[src/rtl/projection_scheduler.sv]
// Frame sequencer for the 3D->2D projection pipeline: freezes the camera pose per frame,
// issues NUM_TRIS credit-gated triangles, then retires results before pulsing frame_done.
module projection_scheduler #(
  parameter int NUM_TRIS   = 4,
  parameter int FIFO_DEPTH = 16,
  parameter int IDXW       = (NUM_TRIS > 1) ? $clog2(NUM_TRIS) : 1
) (
  input  logic            clk,
  input  logic            rst,
  input  logic            frame_start,
  input  logic [29:0]     camera_loc_in,
  output logic [29:0]     camera_loc_out,
  output logic            issue_valid,
  output logic [IDXW-1:0] issue_idx,
  input  logic            result_valid,
  input  logic            credit_return,
  output logic [7:0]      credits,
  output logic            busy,
  output logic            frame_done,
  output logic [15:0]     frame_count,
  output logic [7:0]      missed_frames,
  output logic            protocol_err
);
  localparam int              CNTW = $clog2(NUM_TRIS + 1);
  localparam logic [7:0]      FULL = 8'(FIFO_DEPTH);
  localparam logic [CNTW-1:0] LAST = CNTW'(NUM_TRIS - 1);
  localparam logic [CNTW-1:0] NTRI = CNTW'(NUM_TRIS);

  typedef enum logic [1:0] {IDLE, ISSUE, DRAIN, DONE} state_t;

  state_t          state_q, state_d;
  logic [CNTW-1:0] issued_q, issued_d;
  logic [7:0]      in_flight_q, in_flight_d;
  logic [29:0]     camera_q, camera_d;
  logic            issue_valid_q, issue_valid_d;
  logic [IDXW-1:0] issue_idx_q, issue_idx_d;
  logic [7:0]      credits_q, credits_d;
  logic            busy_q, busy_d;
  logic            frame_done_q, frame_done_d;
  logic [15:0]     frame_count_q, frame_count_d;
  logic [7:0]      missed_q, missed_d;
  logic            perr_q, perr_d;
  logic            issue_now, credit_ok, result_ok;

  always_comb begin
    state_d       = state_q;
    issued_d      = issued_q;
    camera_d      = camera_q;
    issue_valid_d = 1'b0;
    issue_idx_d   = issue_idx_q;
    frame_done_d  = 1'b0;
    frame_count_d = frame_count_q;
    missed_d      = missed_q;

    issue_now = (state_q == ISSUE) && (credits_q != 8'd0) && (issued_q < NTRI);
    // Returns at a full FIFO and results with nothing in flight are dropped, not counted.
    credit_ok = credit_return && (credits_q != FULL);
    result_ok = result_valid && (in_flight_q != 8'd0);

    credits_d = credits_q;
    if (issue_now && !credit_ok)      credits_d = credits_q - 8'd1;
    else if (!issue_now && credit_ok) credits_d = credits_q + 8'd1;

    in_flight_d = in_flight_q;
    if (issue_now && !result_ok)      in_flight_d = in_flight_q + 8'd1;
    else if (!issue_now && result_ok) in_flight_d = in_flight_q - 8'd1;

    perr_d = perr_q | (credit_return && !credit_ok) | (result_valid && !result_ok);

    if (frame_start && (state_q != IDLE) && (missed_q != 8'hFF)) missed_d = missed_q + 8'd1;

    case (state_q)
      IDLE: begin
        if (frame_start) begin
          camera_d = camera_loc_in;
          issued_d = '0;
          state_d  = ISSUE;
        end
      end
      ISSUE: begin
        if (issue_now) begin
          issue_valid_d = 1'b1;
          issue_idx_d   = IDXW'(issued_q);
          issued_d      = issued_q + 1'b1;
          if (issued_q == LAST) state_d = DRAIN;
        end
      end
      DRAIN: begin
        // frame_done is raised on entry to DONE so it lands two cycles after the last result.
        if (in_flight_q == 8'd0) begin
          state_d       = DONE;
          frame_done_d  = 1'b1;
          frame_count_d = frame_count_q + 16'd1;
        end
      end
      DONE: state_d = IDLE;
      default: state_d = IDLE;
    endcase

    busy_d = (state_d != IDLE);
  end

  always_ff @(posedge clk) begin
    if (rst) begin
      state_q       <= IDLE;
      issued_q      <= '0;
      in_flight_q   <= 8'd0;
      camera_q      <= 30'd0;
      issue_valid_q <= 1'b0;
      issue_idx_q   <= '0;
      credits_q     <= FULL;
      busy_q        <= 1'b0;
      frame_done_q  <= 1'b0;
      frame_count_q <= 16'd0;
      missed_q      <= 8'd0;
      perr_q        <= 1'b0;
    end else begin
      state_q       <= state_d;
      issued_q      <= issued_d;
      in_flight_q   <= in_flight_d;
      camera_q      <= camera_d;
      issue_valid_q <= issue_valid_d;
      issue_idx_q   <= issue_idx_d;
      credits_q     <= credits_d;
      busy_q        <= busy_d;
      frame_done_q  <= frame_done_d;
      frame_count_q <= frame_count_d;
      missed_q      <= missed_d;
      perr_q        <= perr_d;
    end
  end

  assign camera_loc_out = camera_q;
  assign issue_valid    = issue_valid_q;
  assign issue_idx      = issue_idx_q;
  assign credits        = credits_q;
  assign busy           = busy_q;
  assign frame_done     = frame_done_q;
  assign frame_count    = frame_count_q;
  assign missed_frames  = missed_q;
  assign protocol_err   = perr_q;
endmodule

[config.mk]
export PLATFORM = sky130hd
export DESIGN_NAME = projection_scheduler
export DESIGN_NICKNAME = d
export VERILOG_FILES = /design/src/rtl/projection_scheduler.sv
export SDC_FILE = /design/constraint.sdc
export NUM_CORES = 1
export LEC_CHECK = 0
export CORE_ASPECT_RATIO = 1.25
export CORE_MARGIN = 2
export CORE_UTILIZATION = 57
export CTS_CLUSTER_DIAMETER = 50
export DETAILED_ROUTE_END_ITERATION = 12
export DONT_BUFFER_PORTS = 1
export PLACE_DENSITY_LB_ADDON = 0.08
export SLEW_MARGIN = 25
export SYNTH_ARGS = -nofsm -noshare
export SYNTH_HDL_FRONTEND = slang
export SYNTH_SLANG_ARGS = --single-unit
[constraint.sdc]
create_clock -name clk -period 3.3 [get_ports clk]
set_clock_uncertainty 0.05 [all_clocks]
set_input_delay 0.66 -clock clk [delete_from_list [all_inputs] [get_ports clk]]
set_output_delay 0.66 -clock clk [all_outputs]
set_load 0.01 [all_outputs]
==> results of run 1 <==
[power groups by stage]
stage,Clock (W),Combinational (W),Sequential [W]
floorplan,0,0.00100,0.00124
global placement,0,0.00119,0.00125
detailed placement,0,0.00121,0.00125
CTS,0.000703,0.00121,0.00123
global route,0.000741,0.00136,0.00125
finish,0.000689,0.00122,0.00123
[final cells by class]
| class | count | area [sq um] | area share, % |
|---|---|---|---|
| multi-input cells | 332 | 2050 | 50.7 |
| flip-flops and latches | 81 | 1620 | 40.0 |
| clock buffers | 10 | 138 | 3.40 |
| well taps | 87 | 109 | 2.69 |
| repair buffers | 8 | 60.1 | 1.48 |
| clock inverters | 6 | 50.0 | 1.24 |
| inverters | 5 | 18.8 | 0.463 |
[cell families after synthesis]
group           after synthesis  share of synthesized area (%)
compound gates               74                           11.7
xor+xnor                     31                           7.20
fa+ha+maj                    15                           5.18
buf+inv                      31                           3.15
flops                        81                           43.0
mux                          19                           5.21
simple gates                193                           24.5
[registers in the layout, summed over array words and instances, names as in the netlist]
signal and flops:
busy 1, camera_loc_out 30, credits 8, frame_count 16, frame_done 1, in_flight_q 8, issue_idx 2, issue_valid 1
issued_q 3, missed_frames 8, protocol_err 1, state_q 2
[synth_stat cells (7+ instances only)]
| master | instances | share of area, % |
|---|---|---|
| a21oi_1 | 45 | 6.0 |
| o21ai_0 | 8 | 1.1 |
| nor2b_1 | 7 | 1.2 |
| dfxtp_1 | 81 | 43 |
| nand4_1 | 7 | 1.2 |
| clkbuf_1 | 15 | 1.5 |
| ha_1 | 14 | 4.6 |
| mux2i_1 | 14 | 3.7 |
| buf_1 | 9 | 0.90 |
| xnor2_1 | 7 | 1.6 |
| nor2_1 | 54 | 5.4 |
| nand2_1 | 79 | 7.9 |
| xor2_1 | 24 | 5.6 |
| nand3_1 | 10 | 1.3 |
[through the flow]
step / utilization, % / instance area [sq um] / cells / setup WS [ns] / hold WS [ns]
floorplan: - / 3790 / 444 / 0.0214 / 0.398
global route: 62.5 / 4050 / 529 / 0.0403 / 0.309
finish: 62.5 / 4050 / 529 / 0.269 / 0.319
global placement: 59.5 / 3850 / 513 / 0.262 / 0.409
CTS: 62.4 / 4040 / 529 / 0.208 / 0.300
detailed placement: 59.5 / 3850 / 513 / 0.218 / 0.410
[cell usage in the layout (no fill, tap or decap), types with 5 or more instances in the layout]
master,Yosys,layout
nor2b_1,7,7
and3_1,5,5
xor2_1,24,24
nor2_1,54,54
a21oi_1,45,45
dfxtp_1,81,81
buf_4,0,8
nand3_1,10,10
mux2_2,5,5
nand4_1,7,7
nand2_1,79,78
inv_1,5,5
ha_1,14,14
o21ai_0,8,8
xnor2_1,7,7
mux2i_1,14,14
clkbuf_8,0,10
[how the worst max path moves through the flow]
stage                     cells past startpoint           start        endpoint
after floorplan                              13      credits[1]      credits[6]
after global placement                       10  in_flight_q[0]  in_flight_q[7]
after detailed placement                     10  in_flight_q[0]  in_flight_q[7]
after CTS                                    10  in_flight_q[0]  in_flight_q[7]
after global routing                         10  in_flight_q[0]  in_flight_q[7]
final                                        10  in_flight_q[0]  in_flight_q[7]
[critical path, cell delays in order (launching register included)]
cell and delay [ns]:
dfxtp_1 0.38, or4_4 0.61, o21ai_0 0.18, ha_1 0.19, inv_1 0.15, ha_1 0.34
a211oi_2 0.25, o211ai_1 0.12, o21ai_0 0.10, mux2i_1 0.22, mux2_2 0.34
[metal layers]
layer / part of all wire [%] / vias to the layer above
met5: 0 / -
met4: 2.1 / 0
met3: 5.4 / 13
met2: 49 / 72
met1: 44 / 1393
li1: - / 1496
[what timing repair did]
action / 4_1_cts / 5_1_grt
gates resized for setup: 0 / 1
setup endpoints to repair: 0 / 1
buffers inserted: 0 / 0
==> results.sh, run 1 <==
export IMPL_synth_fp_nets=494
export IMPL_worst_setup_path_type="reg -> reg"
export IMPL_startpoint_type="register"
export IMPL_htree_levels=3
export IMPL_ctsHoldBuffers=0
export IMPL_dieWidth_um=76.7
export IMPL_cts_tree="yes"
export IMPL_nFillCells=579
export IMPL_grt_pass1_wl_mm=12.3
export IMPL_dp_hpwl_mm=5.42
export IMPL_ys_seq_area_share_pct=43.0
export IMPL_drc=0
export IMPL_n_antenna_cell=0
export IMPL_met1_usage_pct=24.2
export IMPL_seqPwrFrac_pct=39.2
export IMPL_p_int_w=0.00195
export IMPL_outcome="complete, no violations"
export IMPL_relSlewSlack_pct=51.7
export IMPL_finalHoldViolations=0
export IMPL_viasPerCell=5.62
export IMPL_fin_setup_tns_ns=0
export IMPL_power_frac_clock_pct=22.0
export IMPL_drive_gt1_share_pct=9.28
export IMPL_synthFlopType="dfxtp_1"
export IMPL_hold_start="rst"
export IMPL_vias=2974
export IMPL_dr_pass1_iters=5
export IMPL_critPathCaptureType="register"
export IMPL_antenna_left=0
export IMPL_grt_overflow_total=0
export IMPL_fmax_ghz=0.330
export IMPL_rr_endpoint="in_flight_q[7]"
export IMPL_rrSetupSlack_ns=0.27
export IMPL_clock_path_buffers=2
export IMPL_worst_slew_pin_slew_ns=0.715
export IMPL_ys_warn_count=0
export IMPL_fp_row_count=33
export IMPL_area_growth_pct=7.47
export IMPL_crit_arrival_ns=3.23
export IMPL_fin_crit_sh_pct=91.9
export IMPL_hold_end="protocol_err"
export IMPL_synth_area_sq_um=3770
export IMPL_wl_per_cell_um=14.6
export IMPL_routed_wl_mm=7.72
export IMPL_clk_pin_slew_ns=0.08
export IMPL_syn_inst=444
export IMPL_combPwrFrac_pct=38.8
export IMPL_hp_class="in -> reg"
export IMPL_synth_seq_cells=81
export IMPL_initial_utilization_pct=58.1
export IMPL_core_area_sq_um=6480
export IMPL_total_power_w=0.00314
export IMPL_leakage_nw=1.59
export IMPL_required_ns=3.50
export IMPL_cts_inserted_buffers=9
export IMPL_met2_usage_pct=36.0
export IMPL_grt_use_met3_pct=5.16
export IMPL_power_density_nw_per_um2=774
export IMPL_avgSynthCellArea_sq_um=8.49
export IMPL_crit_fanout=8
export IMPL_cap_viol_max_count=0
export IMPL_hold_depth=1
export IMPL_die_area_sq_um=7280
export IMPL_timing_rr_start="in_flight_q[0]"
export IMPL_io_pins=103
export IMPL_vdd_drop_max_v=0.000521
export IMPL_finalSetupViolations=0
export IMPL_insertion_delay_ns=0.36
export IMPL_numClockSinks=81
export IMPL_yosysUniqueCellTypes=50
export IMPL_grt_use_total_pct=20.8
export IMPL_p_sw_w=0.00119
export IMPL_drt_iter0_drc=113
export IMPL_synth_edf_count=0
export IMPL_io_buffers=0
export IMPL_rsz0062_at_grt="no"
export IMPL_rr_worst_depth=10
export IMPL_slew_viol_final=0
export IMPL_die_h_um=94.9
export IMPL_grt_pass1_vias=2605
export IMPL_antenna_found_initial=0
export IMPL_nets=487
export IMPL_grt_max_degree=90
export IMPL_place_gp_congestion=0.791
export IMPL_top_usage_layer="met2"
export IMPL_root_buffer="clkbuf_8"
export IMPL_swShare_pct=37.8
export IMPL_min_period_ns=3.03
export IMPL_synthArstFlopShare_pct=0
No activity file was read; power rests on OpenSTA's default activity.
==> run 2: changes to the inputs <==
--- a/config.mk
+++ b/config.mk
@@ -5,7 +5,7 @@
 export SDC_FILE = /design/constraint.sdc
 export NUM_CORES = 1
 export LEC_CHECK = 0
-export CORE_ASPECT_RATIO = 1.25
+export CORE_ASPECT_RATIO = 2
 export CORE_MARGIN = 2
 export CORE_UTILIZATION = 57
 export CTS_CLUSTER_DIAMETER = 50
==> run 2 against run 1 <==
Net effect:
- final cell count is 0.38% higher
- sequential power hardly changed
- first-iteration DRC count is 56% higher
- maximum frequency is 3.4% lower
- setup slack worse by 0.11 ns
- via count is 1.9% higher
- register-to-register slack worse by 0.11 ns
- die area is 0.49% higher
- critical path depth stayed put
- total power is 10% higher
==> results.sh, run 2 (synthesis results as in run 1) <==
export IMPL_worst_slew_pin_slew_ns=0.724
export IMPL_fin_ws_ns=0.162
export IMPL_worst_setup_path_type="reg -> reg"
export IMPL_grt_pass1_vias=2867
export IMPL_hp_class="in -> reg"
export IMPL_drive_gt1_share_pct=9.71
export IMPL_slew_viol_final=0
export IMPL_finalSetupViolations=0
export IMPL_p_sw_w=0.00121
export IMPL_htree_levels=3
export IMPL_nets=488
export IMPL_finalHoldViolations=0
export IMPL_viasPerCell=5.71
export IMPL_timing_rr_start="in_flight_q[0]"
export IMPL_clock_path_buffers=2
export IMPL_n_antenna_cell=0
export IMPL_rr_worst_depth=10
export IMPL_regArea_sq_um=1620
export IMPL_cts_tree="yes"
export IMPL_fin_setup_tns_ns=0
export IMPL_routed_wl_mm=8.07
export IMPL_initial_utilization_pct=57.8
export IMPL_grt_max_degree=90
export IMPL_dieWidth_um=61.5
export IMPL_numClockSinks=81
export IMPL_antenna_found_initial=0
export IMPL_crit_arrival_ns=3.31
export IMPL_fmax_ghz=0.319
export IMPL_drt_iter0_drc=176
export IMPL_die_h_um=119
export IMPL_antenna_left=0
export IMPL_wl_per_cell_um=15.2
export IMPL_dr_pass1_iters=4
export IMPL_grt_use_total_pct=22.7
export IMPL_largest_reg_flops=30
export IMPL_grt_overflow_total=0
export IMPL_swShare_pct=34.9
export IMPL_insertion_delay_ns=0.33
export IMPL_fin_crit_sh_pct=95.1
export IMPL_die_area_sq_um=7320
export IMPL_min_period_ns=3.14
export IMPL_final_cell_mix="dfxtp_1 (81), nand2_1 (78), nor2_1 (54)"
export IMPL_rr_endpoint="in_flight_q[7]"
export IMPL_place_gp_congestion=0.851
export IMPL_ctsHoldBuffers=0
export IMPL_hold_depth=1
export IMPL_grt_pass1_wl_mm=12.7
export IMPL_nFillCells=601
export IMPL_crit_fanout=8
export IMPL_hold_end="in_flight_q[2]"
export IMPL_fp_row_count=42
export IMPL_place_ws_ns=0.158
export IMPL_p_int_w=0.00225
export IMPL_dp_hpwl_mm=5.64
export IMPL_cts_inserted_buffers=9
export IMPL_root_buffer="clkbuf_16"
export IMPL_io_buffers=0
export IMPL_io_pins=103
export IMPL_critPathCaptureType="register"
export IMPL_rrSetupSlack_ns=0.16
export IMPL_drc=0
export IMPL_rsz0062_at_grt="no"
export IMPL_seqPwrFrac_pct=35.4
export IMPL_clk_pin_slew_ns=0.06
export IMPL_combPwrFrac_pct=36.4
export IMPL_cap_viol_max_count=0
export IMPL_multi_input_area_sq_um=2060
export IMPL_leakage_nw=1.66
export IMPL_hold_start="rst"
export IMPL_startpoint_type="register"
export IMPL_relSlewSlack_pct=51.1
export IMPL_core_area_sq_um=6520
export IMPL_total_power_w=0.00346
export IMPL_outcome="complete, no violations"
export IMPL_required_ns=3.47
export IMPL_vdd_drop_max_v=0.000596
export IMPL_layout_commonest_cell="dfxtp_1"
export IMPL_area_growth_pct=10.7
export IMPL_power_frac_clock_pct=28.2
export IMPL_power_density_nw_per_um2=829
export IMPL_vias=3031
## run 2: timing repair
item	4_1_cts	5_1_grt
setup endpoints to repair	0	1
gates resized for setup	0	2
buffers inserted	0	0
## run 2: worst max-delay path by stage
stage	from	endpoint	slack (ns)
after detailed placement	in_flight_q[0]	in_flight_q[7]	0.16
after floorplan	credits[1]	credits[6]	0.02
after global routing	in_flight_q[0]	in_flight_q[7]	0.03
final	in_flight_q[0]	in_flight_q[7]	0.16
after global placement	in_flight_q[0]	in_flight_q[7]	0.28
after CTS	in_flight_q[0]	in_flight_q[7]	0.13
## run 2: through the flow
step                      cell area (sq um)  hold slack (ns)  util (%)  std cells
after floorplan                        3790            0.398         -        444
final                                  4170            0.346      64.0        531
after detailed placement               3860            0.420      59.3        515
after CTS                              4160            0.334      63.8        531
after global placement                 3860            0.409      59.3        515
after global routing                   4170            0.343      64.0        531
## run 2: power by group through the flow
stage	Combinational [W]	Sequential, W	Clock (W)
after detailed placement	0.00123	0.00124	0
after floorplan	0.00100	0.00124	0
final	0.00126	0.00122	0.000975
after CTS	0.00124	0.00122	0.000997
after global routing	0.00140	0.00124	0.00103
after global placement	0.00119	0.00123	0
## run 2: layout make-up
cell class                      count  share of cell area, %
Tap cell                           88                   2.64
Inverter                            5                  0.450
Clock inverter                      6                   1.59
Timing Repair Buffer                9                   1.62
Sequential cell                    81                   38.9
Clock buffer                       10                   5.49
Multi-Input combinational cell    332                   49.4
## run 2: worst max-delay path: stages (launching register included)
cell and delay [ns]:
dfxtp_1 0.38, or4_4 0.61, o21ai_0 0.18, ha_1 0.21
inv_1 0.15, ha_1 0.35, a211oi_2 0.29, o211ai_1 0.13
o21ai_0 0.11, mux2i_1 0.22, mux2_2 0.34
## run 2: routing by layer
metal,GRT usage (%),share of wire (%)
met5,0,0
met4,10.6,2.2
met3,5.32,5.3
met2,38.6,53
met1,25.1,40
